<file path="config.mk">
export PLATFORM = sky130hd
export DESIGN_NAME = lsu_arbiter
export DESIGN_NICKNAME = d
export VERILOG_FILES = /design/src/rtl/lsu_arb_pkg.sv /design/src/rtl/lsu_arbiter_rr_arb2.sv /design/src/rtl/lsu_arbiter.sv
export SDC_FILE = /design/constraint.sdc
export NUM_CORES = 1
export LEC_CHECK = 0
export CAP_MARGIN = 20
export CORE_AREA = 2 2 122 124
export CTS_BUF_LIST = sky130_fd_sc_hd__clkbuf_8
export DETAILED_ROUTE_END_ITERATION = 8
export DIE_AREA = 0 0 124 126
export DONT_BUFFER_PORTS = 1
export HOLD_SLACK_MARGIN = 0.08
export PLACE_DENSITY = 0.61
export RECOVER_POWER = 100
export SLEW_MARGIN = 20
export SYNTH_ARGS = -nofsm -noshare
export SYNTH_HDL_FRONTEND = slang
export SYNTH_SLANG_ARGS = --single-unit
</file>
<file path="constraint.sdc">
create_clock -name i_clk -period 3.3 [get_ports i_clk]
set_clock_uncertainty 0.1 [all_clocks]
set_input_delay 0.33 -clock i_clk [delete_from_list [all_inputs] [get_ports i_clk]]
set_output_delay 0.33 -clock i_clk [all_outputs]
set_load 0.01 [all_outputs]
</file>
<file path="src/rtl/lsu_arb_pkg.sv">
// Shared types for the two-master LSU arbiter: FSM states, master ids,
// access-size encodings and the per-master request bundle.
package lsu_arb_pkg;

    typedef enum logic [1:0] {
        IDLE   = 2'd0,
        ACCESS = 2'd1,
        RESP   = 2'd2
    } state_t;

    typedef logic master_id_t;

    // Word accesses are any op with op[1] = 0.
    localparam logic [1:0] LSU_OP_HALF = 2'b10;
    localparam logic [1:0] LSU_OP_BYTE = 2'b11;

    typedef struct packed {
        logic        wren;
        logic [31:0] addr;
        logic [31:0] wdata;
        logic [1:0]  op;
        logic        ld_un;
    } lsu_req_t;

endpackage

</file>
<file path="src/rtl/lsu_arbiter_rr_arb2.sv">
// Combinational two-way round-robin pick; a live lock keeps the previous
// winner, otherwise a tie goes to the master not granted last.
module rr_arb2
    import lsu_arb_pkg::*;
(
    input  logic [1:0] i_req,
    input  master_id_t i_last_gnt,
    input  logic       i_lock_active,
    output master_id_t o_winner
);

    always_comb begin
        o_winner = 1'b0;
        case (i_req)
            2'b01:   o_winner = 1'b0;
            2'b10:   o_winner = 1'b1;
            2'b11:   o_winner = i_lock_active ? i_last_gnt : ~i_last_gnt;
            default: o_winner = 1'b0;
        endcase
    end

endmodule

</file>
<file path="src/rtl/lsu_arbiter.sv">
// Arbitrates the CPU data port and a secondary master onto the single LSU
// port: one registered access cycle, then a done pulse with read data.
module lsu_arbiter
    import lsu_arb_pkg::*;
#(
    parameter int HOLD_MAX = 4
)
(
    input  logic        i_clk,
    input  logic        i_reset,
    input  logic        i_m0_req,
    input  logic        i_m0_wren,
    input  logic [31:0] i_m0_addr,
    input  logic [31:0] i_m0_wdata,
    input  logic [1:0]  i_m0_op,
    input  logic        i_m0_ld_un,
    input  logic        i_m0_lock,
    output logic        o_m0_gnt,
    output logic        o_m0_done,
    output logic [31:0] o_m0_rdata,
    input  logic        i_m1_req,
    input  logic        i_m1_wren,
    input  logic [31:0] i_m1_addr,
    input  logic [31:0] i_m1_wdata,
    input  logic [1:0]  i_m1_op,
    input  logic        i_m1_ld_un,
    input  logic        i_m1_lock,
    output logic        o_m1_gnt,
    output logic        o_m1_done,
    output logic [31:0] o_m1_rdata,
    output logic [31:0] o_lsu_addr,
    output logic [31:0] o_st_data,
    output logic        o_lsu_wren,
    output logic [1:0]  o_lsu_op,
    output logic        o_ld_un,
    input  logic [31:0] i_ld_data,
    output logic        o_busy
);

    state_t     r_state, w_next_state;
    master_id_t r_last_gnt, w_winner;
    logic       r_last_lock;
    logic [3:0] r_hold_cnt;
    logic [1:0] w_req_vec;
    logic       w_lock_active, w_grant_en, w_access_end, w_win_lock;
    lsu_req_t   w_req0, w_req1, w_win_req;

    assign w_req_vec = {i_m1_req, i_m0_req};
    assign w_req0    = '{wren: i_m0_wren, addr: i_m0_addr, wdata: i_m0_wdata,
                         op: i_m0_op, ld_un: i_m0_ld_un};
    assign w_req1    = '{wren: i_m1_wren, addr: i_m1_addr, wdata: i_m1_wdata,
                         op: i_m1_op, ld_un: i_m1_ld_un};
    assign w_win_req  = w_winner ? w_req1 : w_req0;
    assign w_win_lock = w_winner ? i_m1_lock : i_m0_lock;

    // The lock only survives while its owner keeps asking and has budget left.
    assign w_lock_active = r_last_lock && w_req_vec[r_last_gnt]
                           && (r_hold_cnt < 4'(HOLD_MAX));

    rr_arb2 u_rr_arb2 (
        .i_req         (w_req_vec),
        .i_last_gnt    (r_last_gnt),
        .i_lock_active (w_lock_active),
        .o_winner      (w_winner)
    );

    always_ff @(posedge i_clk) begin
        if (!i_reset) r_state <= IDLE;
        else          r_state <= w_next_state;
    end

    always_comb begin
        w_next_state = r_state;
        case (r_state)
            IDLE:    w_next_state = (|w_req_vec) ? ACCESS : IDLE;
            ACCESS:  w_next_state = RESP;
            RESP:    w_next_state = (|w_req_vec) ? ACCESS : IDLE;
            default: w_next_state = IDLE;
        endcase
    end

    // Requests are only looked at in IDLE and RESP, never during ACCESS.
    always_comb begin
        w_grant_en   = (r_state == IDLE || r_state == RESP) && (|w_req_vec);
        w_access_end = (r_state == ACCESS);
        o_busy       = (r_state != IDLE);
    end

    always_ff @(posedge i_clk) begin
        if (!i_reset) begin
            r_last_gnt  <= 1'b1;
            r_last_lock <= 1'b0;
            r_hold_cnt  <= 4'd0;
        end else if (w_grant_en) begin
            r_last_gnt  <= w_winner;
            r_last_lock <= w_win_lock;
            if (w_winner != r_last_gnt)
                r_hold_cnt <= 4'd1;
            else if (r_hold_cnt < 4'(HOLD_MAX))
                r_hold_cnt <= r_hold_cnt + 4'd1;
        end
    end

    // LSU fields are latched at grant and held; wren is live for ACCESS only.
    always_ff @(posedge i_clk) begin
        if (!i_reset) begin
            o_m0_gnt   <= 1'b0;
            o_m1_gnt   <= 1'b0;
            o_m0_done  <= 1'b0;
            o_m1_done  <= 1'b0;
            o_m0_rdata <= 32'd0;
            o_m1_rdata <= 32'd0;
            o_lsu_addr <= 32'd0;
            o_st_data  <= 32'd0;
            o_lsu_wren <= 1'b0;
            o_lsu_op   <= 2'd0;
            o_ld_un    <= 1'b0;
        end else begin
            o_m0_gnt   <= w_grant_en && !w_winner;
            o_m1_gnt   <= w_grant_en && w_winner;
            o_m0_done  <= w_access_end && !r_last_gnt;
            o_m1_done  <= w_access_end && r_last_gnt;
            o_lsu_wren <= w_grant_en && w_win_req.wren;
            if (w_grant_en) begin
                o_lsu_addr <= w_win_req.addr;
                o_st_data  <= w_win_req.wdata;
                o_lsu_op   <= w_win_req.op;
                o_ld_un    <= w_win_req.ld_un;
            end
            if (w_access_end && !o_lsu_wren) begin
                if (r_last_gnt) o_m1_rdata <= i_ld_data;
                else            o_m0_rdata <= i_ld_data;
            end
        end
    end

endmodule

</file>
; ---- Word-level counts from Yosys, hierarchy flattened
; Index checks and enable logic that the tools add are counted.
[totals]
regBits = 144
inputBits = 174
elab_cells = 55
[classes]
n_addsub = 1
magnitude_cmp = 2
eq_ne = 5
mux = 10
bitwise_logic = 1
n_reduce_logical = 21
[op_table]
columns = op, count
row1 = 68-bit 2-to-1 mux, 1
row2 = 1-bit logical AND, 9
row3 = 4-bit 2-to-1 mux, 2
row4 = "2-bit equality test, second input constant", 3
row5 = 2-bit AND reduction, 3
row6 = 1-bit 2-to-1 mux, 5
row7 = "4-bit by 1-bit adder with 4-bit output, second input constant", 1
row8 = "4-bit by 3-bit < comparator with 1-bit output, second input constant", 1
row9 = 2-bit one-hot mux with 2 select lines, 1
row10 = 2-bit nonzero test, 2
row11 = 2-bit OR reduction, 2
row12 = 1-bit logical NOT, 3
row13 = "2-bit by 1-bit equality test with 1-bit output, second input constant", 1
row14 = 2-bit logical NOT, 1
row15 = "1-bit by 2-bit < comparator with 1-bit output, second input constant", 1
row16 = 1-bit one-hot mux with 2 select lines, 1
row17 = 1-bit logical OR, 1
row18 = 1-bit != test, 1
row19 = 1-bit NOT, 1

; ---- Logic depth before layout (Yosys ltp)
; Gate-level depths: netlist of the first run.
[depth]
word_depth = 9
mapped_depth = 7
mapped_depth_nobuf = 4

; ---- Modules after synthesis
; From an unflattened synthesis of the first run, not the netlist that was laid out.
[hier_totals]
cells_unflattened = 642
hier_area_um2 = 6068.3
[modules_own_cells]
columns = module, instances, cells_each, area_each_um2, seq_area_each_um2
row1 = lsu_arbiter, 1, 640, 6052.1, 2882.8
row2 = rr_arb2, 1, 2, 16.3, 0.0

; ---- Worst setup path after synthesis of the first run
; No wires, ideal clock.
[synth_timing]
kind = register -> register
from = register r_hold_cnt[3]
to = register r_last_gnt
setup_time_ns = 0.079
arrival_ns = 1.457
required_ns = 3.121
setup_slack_ns = 1.664
path_stages_with_launch = 6
cell_sequence = dfxtp_1 nor3b_4 mux2i_4 buf_6 nand2_1 o211ai_1
[synth_via]
elab_chain_cells = 4
[synth_rtl]
columns = item, line
row1 = from (decl), lsu_arbiter.sv:43  ; logic [3:0] r_hold_cnt;
row2 = from (signal assigned), lsu_arbiter.sv:100  ; r_hold_cnt <= r_hold_cnt + 4'd1;
row3 = 4-bit by 3-bit < comparator with 1-bit output, lsu_arbiter.sv:58  ; && (r_hold_cnt < 4'(HOLD_MAX));
row4 = 1-bit logical AND, lsu_arbiter.sv:58
row5 = 1-bit 2-to-1 mux, lsu_arbiter_rr_arb2.sv:17  ; 2'b11: o_winner = i_lock_active ? i_last_gnt : ~i_last_gnt;
row6 = 1-bit one-hot mux with 2 select lines, lsu_arbiter_rr_arb2.sv:14  ; case (i_req)
row7 = to (signal assigned), lsu_arbiter.sv:95  ; r_last_gnt <= w_winner;
row8 = to (decl), lsu_arbiter.sv:41  ; master_id_t r_last_gnt, w_winner;
; No other way between the ends.
; A chain may end at the register's enable or synchronous reset.

; ---- Worst setup path after layout of the first run
[layout_timing]
from = register r_last_lock
to = register o_st_data[29]
[layout_via]
elab_chain_cells = 5
[layout_rtl]
columns = item, line
row1 = from (decl), lsu_arbiter.sv:42  ; logic r_last_lock;
row2 = from (signal assigned), lsu_arbiter.sv:96  ; r_last_lock <= w_win_lock;
row3 = 1-bit logical AND, lsu_arbiter.sv:57  ; assign w_lock_active = r_last_lock && w_req_vec[r_last_gnt]
row4 = 1-bit logical AND, lsu_arbiter.sv:58
row5 = 1-bit 2-to-1 mux, lsu_arbiter_rr_arb2.sv:17
row6 = 1-bit one-hot mux with 2 select lines, lsu_arbiter_rr_arb2.sv:14
row7 = 68-bit 2-to-1 mux, lsu_arbiter.sv:53  ; assign w_win_req = w_winner ? w_req1 : w_req0;
row8 = to (signal assigned), lsu_arbiter.sv:126  ; o_st_data <= w_win_req.wdata;
row9 = to (decl), lsu_arbiter.sv:32  ; output logic [31:0] o_st_data,
; No other way between the ends.

==> impl_metrics.ini, run 1 <==
[status]
run_status = finished clean

[power_and_ir_drop]
powerDensity_nw_per_um2 = 532
vdd_ir_drop_max_mv = 0.243
power.leakage_nw = 3.00
total_power_w = 0.00432

[sta]
final_count_of_pins_violating_max_slew = 0
clock.fmax_ghz = 0.351
finalHoldViolations = 0
period_needed_ns = 2.85
setup_repair_after_global_routing_missed_its_margin = false
max_slew.worst_pin.slew_ns = 1.16
number_of_setup_violations_in_the_final_report = 0
layout_worst_path_cycle_share = 0.862
slew-limit-headroom = 0.227
final.setup.tns_ns = 0

[logic_synthesis]
ys_seq_elements = 144
yosysUniqueCellTypes = 40
syn-instance-count = 728
ys_seq_area_frac = 0.481
synth_area_sq_um = 6000
ys_warn_count = 0
avgSynthCellArea_sq_um = 8.24
synth_nets = 903

[min_path]
hp-start = i_m0_req
hold_class = input pin to register

[routing]
final_antenna_net_count = 0
routed_wire_length_per_instance_um = 19.6
avgViaCountPerCell = 5.92
drt_first_iter_violations = 546
drt_wl_total_um = 20600
detailedRoute.firstPassIterationCount = 6
drt_drc_violations_left = 0
routed-via-count = 6219

[clocking]
postCtsSetupBuffers = 0
clockBufferDepth = 2
ctsHtreeMaxLevel = 4
cts.reportedPaths.clkPinSlew_ns = 0.08
ctsRootBufferMaster = sky130_fd_sc_hd__clkbuf_8
tritoncts.num_buffers = 17
clock_sinks = 144
clkLatencyLatePin_ns = 0.44
tritoncts = yes

[grt]
number_of_antenna_violations_at_the_first_check_in_global_routing = 0
gr-usage-all-layers = 0.253
grt_start_max_net_pins = 140
gr_overflow_total = 0
grt_pass1_wl_um = 31200
first_global_vias = 6084

[layout]
drive_gt1_frac = 0.0554
num_antenna_cells = 0
layout_commonest_cell = sky130_fd_sc_hd__dlygate4sd3_1
mostFrequentLayoutCells = sky130_fd_sc_hd__dlygate4sd3_1, sky130_fd_sc_hd__dfxtp_1, sky130_fd_sc_hd__nand2_1, sky130_fd_sc_hd__o21ai_0, sky130_fd_sc_hd__a21oi_1
fin_nets = 1028
flow.area_growth_from_synthesis_pct = 35.5

[setup_path]
worst_r2r_startpoint = r_last_lock
worst_setup_path_startpoint = r_last_lock
path_max_fanout = 51
worst_ep_required_time_ns = 3.57
crit_path_end_kind = register
timing.critical_path.arrival_ns = 3.12
criticalPathCategory = register to register
start_kind = register

[die]
io_pins = 311
design.die.area_sq_um = 15600
starting_density_of_the_core = 0.419
fp.coreArea_sq_um = 14300
fp-row-count = 44
die_w_um = 124
dieHeight_um = 126

[placement]
port-buffer-count = 0
dp_hpwl_um = 11300
finalWeightedCongestion = 0.815

[run]
max-cap-violations = 0
where the power goes:
group / internal, W / switching [W]
Sequential: 0.00187 / 0.000167
Clock: 0.000900 / 0.000670
Combinational: 0.000341 / 0.000375
critical path, cell delays in order, from the launching register on:
cell and delay (ns):
sky130_fd_sc_hd__dfxtp_1 0.39, sky130_fd_sc_hd__nor3b_4 0.32, sky130_fd_sc_hd__mux2i_4 0.67, sky130_fd_sc_hd__buf_12 0.32, sky130_fd_sc_hd__a31oi_1 0.13, sky130_fd_sc_hd__a21oi_1 0.23
sky130_fd_sc_hd__dlygate4sd3_1 0.59
area by class of cell:
class	count	area (sq um)
fillers	1176	6180
flip-flops and latches	144	2880
multi-input cells	507	2730
repair buffers	180	1830
clock buffers	21	289
well taps	184	230
clock inverters	11	161
inverters	3	11.3
cell families after synthesis:
group                    after synthesis  synth area share
buffers and inverters                 77            0.0661
multiplexers                           4           0.00980
AND/OR/NAND/NOR                      154             0.106
AO/OA/AOI/OAI                        348             0.335
adder cells (fa/ha/maj)                1           0.00209
flip-flops                           144             0.480
Yosys cell counts, drive strengths merged:
cell | n | area, sq um
a21boi | 66 | 495
a21oi | 70 | 350
a311oi | 1 | 8.76
a31oi | 69 | 432
and2 | 3 | 18.8
and2b | 1 | 7.51
buf | 32 | 228
clkbuf | 42 | 158
dfxtp | 144 | 2880
ha | 1 | 12.5
inv | 3 | 11.3
mux2 | 2 | 26.3
mux2i | 2 | 32.5
nand2 | 134 | 503
nand2b | 1 | 6.26
nand3 | 1 | 5.00
nor2 | 4 | 15.0
nor2b | 1 | 6.26
nor3 | 2 | 10.0
nor3b | 4 | 46.3
o2111ai | 1 | 8.76
o211ai | 2 | 15.0
o21a | 1 | 7.51
o21ai | 138 | 694
or2 | 2 | 12.5
or3 | 1 | 6.26
state kept, by name, summed over array words and instances (netlist names):
signal,flops
o_lsu_addr,32
r_last_gnt,1
r_last_lock,1
o_ld_un,1
o_m1_rdata,32
o_st_data,32
o_m0_done,1
r_hold_cnt,4
o_lsu_op,2
r_state,2
o_m0_gnt,1
o_m0_rdata,32
o_m1_gnt,1
o_lsu_wren,1
o_m1_done,1
timing repair:
item                      CTS  global route
hold endpoints to repair  143             0
gates resized for setup     0             0
hold buffers              173             0
metrics by stage:
step | std cells | setup WS, ns | cell area [sq um] | utilization | hold WS (ns)
floorplan | 728 | 1.66 | 6000 | - | 0.351
global placement | 845 | 1.19 | 5920 | 0.414 | 0.335
detailed placement | 845 | 1.14 | 5920 | 0.414 | 0.331
CTS | 1050 | 0.571 | 8140 | 0.568 | 0.0856
global route | 1050 | 0.374 | 8130 | 0.568 | 0.116
finish | 1050 | 0.454 | 8130 | 0.568 | 0.113
per-layer routing:
| metal | up-vias | GRT usage | share of wire |
|---|---|---|---|
| met5 | - | 0 | 0 |
| met4 | 0 | 0.111 | 0.034 |
| met3 | 74 | 0.0888 | 0.11 |
| met2 | 422 | 0.424 | 0.49 |
| met1 | 2903 | 0.289 | 0.37 |
| li1 | 2820 | - | - |
final timing paths:
kind	end	slack (ns)	cells past startpoint
max	o_st_data[29]	0.45	6
min reg2reg	o_m0_done	0.38	1
max reg2reg	o_st_data[29]	0.45	6
min	r_hold_cnt[3]	0.11	2
No activity file was read; power rests on OpenSTA's default activity.
==> run 2: changes to the inputs <==
CAP_MARGIN = unset   (was 20)
CORE_AREA = 2 2 120 122   (was 2 2 122 124)
DIE_AREA = 0 0 122 124   (was 0 0 124 126)
PLACE_DENSITY = 0.63   (was 0.61)
==> run 2 against run 1 <==
  * The run now ends with capacitance limit, slew limit left
  * Power is 5.1% lower
  * Via count up 1.2%
  * Wire length rose by 0.11%
  * Final cell count shrank 0.38%
  * Core utilization up 1.9 points
  * Non-clock buffer count unchanged
  * Setup slack worse by 0.020 ns
  * Critical endpoint is now o_st_data[17]
  * Largest cell class unchanged
==> impl_metrics.ini, run 2 (synthesis gave the netlist of run 1 again) <==
[routing]
routed_wire_length_per_instance_um = 19.7
routed-via-count = 6294
drt_drc_violations_left = 0
final_antenna_net_count = 0
drt_first_iter_violations = 516
detailedRoute.firstPassIterationCount = 5
drt_wl_total_um = 20600
avgViaCountPerCell = 6.02

[sta]
period_needed_ns = 2.87
setup_repair_after_global_routing_missed_its_margin = false
max_slew.worst_pin.slew_ns = 1.61
finalHoldViolations = 0
number_of_setup_violations_in_the_final_report = 0
layout_worst_path_cycle_share = 0.868
final.setup.tns_ns = 0
slew-limit-headroom = -0.0733
final_count_of_pins_violating_max_slew = 33
clock.fmax_ghz = 0.349

[die]
fp.coreArea_sq_um = 13700
fp-row-count = 43
dieHeight_um = 124
io_pins = 311
starting_density_of_the_core = 0.437
die_w_um = 122
design.die.area_sq_um = 15100

[grt]
gr_overflow_total = 0
first_global_vias = 5967
grt_pass1_wl_um = 30100
gr-usage-all-layers = 0.254
grt_start_max_net_pins = 140
number_of_antenna_violations_at_the_first_check_in_global_routing = 0

[min_path]
hold_class = input pin to register
holdPathStages = 2
holdPathEnd = r_hold_cnt[3]
hp-start = i_m0_req

[power_and_ir_drop]
vdd_ir_drop_max_mv = 0.293
powerDensity_nw_per_um2 = 509
total_power_w = 0.00410
power.leakage_nw = 2.95

[setup_path]
cp_slowest_cell = sky130_fd_sc_hd__clkbuf_2
worst_r2r_startpoint = r_state[0]
critical-path-max-stage-delay_ns = 0.71
crit_path_end_kind = register
crit_chain = nor2_4, clkbuf_2, o21ai_0, a21oi_1, dlygate4sd3_1
worst_ep_required_time_ns = 3.59
worstRegToRegCells = 5
worst-r2r-setup-slack_ns = 0.43
timing.critical_path.arrival_ns = 3.15
rr_endpoint = o_st_data[17]
criticalPathCategory = register to register
path_max_fanout = 40
start_kind = register

[status]
run_status = finished, violations left
violations = capacitance limit, slew limit

[placement]
finalWeightedCongestion = 0.780
dpl-instance-area_sq_um = 5910
port-buffer-count = 0
place.detailed.instances = 841
dp_hpwl_um = 11300

[run]
max-cap-violations = 1

[clocking]
clock_sinks = 144
ctsRootBufferMaster = sky130_fd_sc_hd__clkbuf_8
tritoncts = yes
tritoncts.num_buffers = 17
clkLatencyLatePin_ns = 0.44
postCtsSetupBuffers = 0
ctsHtreeMaxLevel = 4
clockBufferDepth = 2
cts.reportedPaths.clkPinSlew_ns = 0.08

[layout]
mostFrequentLayoutCells = sky130_fd_sc_hd__dlygate4sd3_1, sky130_fd_sc_hd__dfxtp_1, sky130_fd_sc_hd__nand2_1, sky130_fd_sc_hd__o21ai_0, sky130_fd_sc_hd__a21oi_1
num_antenna_cells = 0
layout_commonest_cell = sky130_fd_sc_hd__dlygate4sd3_1
drive_gt1_frac = 0.0566
final_cell_area_sq_um = 8050
flow.area_growth_from_synthesis_pct = 34.2
fin_nets = 1028
finish.cell_count_without_fillers = 1046
run 2: cell types whose count changed in the layout (fill, tap and decap cells not counted), moves of 2 or more:
| cell | change |
|---|---|
| sky130_fd_sc_hd__bufinv_16 | -3 |
| sky130_fd_sc_hd__clkinv_2 | +2 |
| sky130_fd_sc_hd__clkinvlp_4 | +4 |
| sky130_fd_sc_hd__inv_1 | -3 |
| sky130_fd_sc_hd__o21ai_0 | -6 |
| sky130_fd_sc_hd__o21ai_1 | +6 |
run 2: area by class of cell:
| class | instances | area [sq um] |
|---|---|---|
| Fill cell | 1118 | 5670 |
| Clock buffer | 20 | 275 |
| Timing Repair Buffer | 180 | 1830 |
| Sequential cell | 144 | 2880 |
| Multi-Input combinational cell | 507 | 2730 |
| Tap cell | 180 | 225 |
| Clock inverter | 12 | 109 |
| Inverter | 3 | 11.3 |
run 2: worst max-delay path by stage:
stage,startpoint,end,slack [ns],depth (start not counted)
after floorplan,r_hold_cnt[3],r_last_gnt,1.66,5
after global placement,r_last_lock,o_st_data[24],1.22,5
after detailed placement,r_last_lock,o_lsu_addr[7],1.13,5
after CTS,r_hold_cnt[3],o_lsu_addr[7],0.55,6
after global routing,r_state[0],o_m0_rdata[0],0.25,5
final,r_state[0],o_st_data[17],0.43,5
run 2: through the flow:
stage	util	hold WS (ns)	worst slack (ns)
6_report	0.587	0.119	0.435
3_3_place_gp	0.431	0.328	1.22
2_1_floorplan	-	0.351	1.66
4_1_cts	0.588	0.0930	0.551
3_5_place_dp	0.431	0.329	1.13
5_1_grt	0.587	0.114	0.249
run 2: worst max-delay path: cells and delay by family (launching register included):
family	cells	cell delay, ns
buf+inv	2	1.28
simple gates	1	0.55
compound gates	2	0.47
flops	1	0.40
run 2: report_power, final:
part	total (W)	internal, W	leakage, nW	switching [W]
registers	0.00203	0.00187	1.18	0.000166
clock network	0.00135	0.000657	0.184	0.000695
logic	0.000715	0.000341	1.58	0.000373
run 2: timing repair:
action,in CTS,in global routing
hold endpoints to repair,144,0
hold buffers,173,0
gates resized for setup,0,0
run 2: metal layers:
metal,vias to the layer above,GRT usage,wire [um]
met1,2923,0.277,7560
met3,85,0.0989,2330
met4,0,0.140,831
li1,2817,-,-
met2,469,0.425,9880
met5,-,0,0
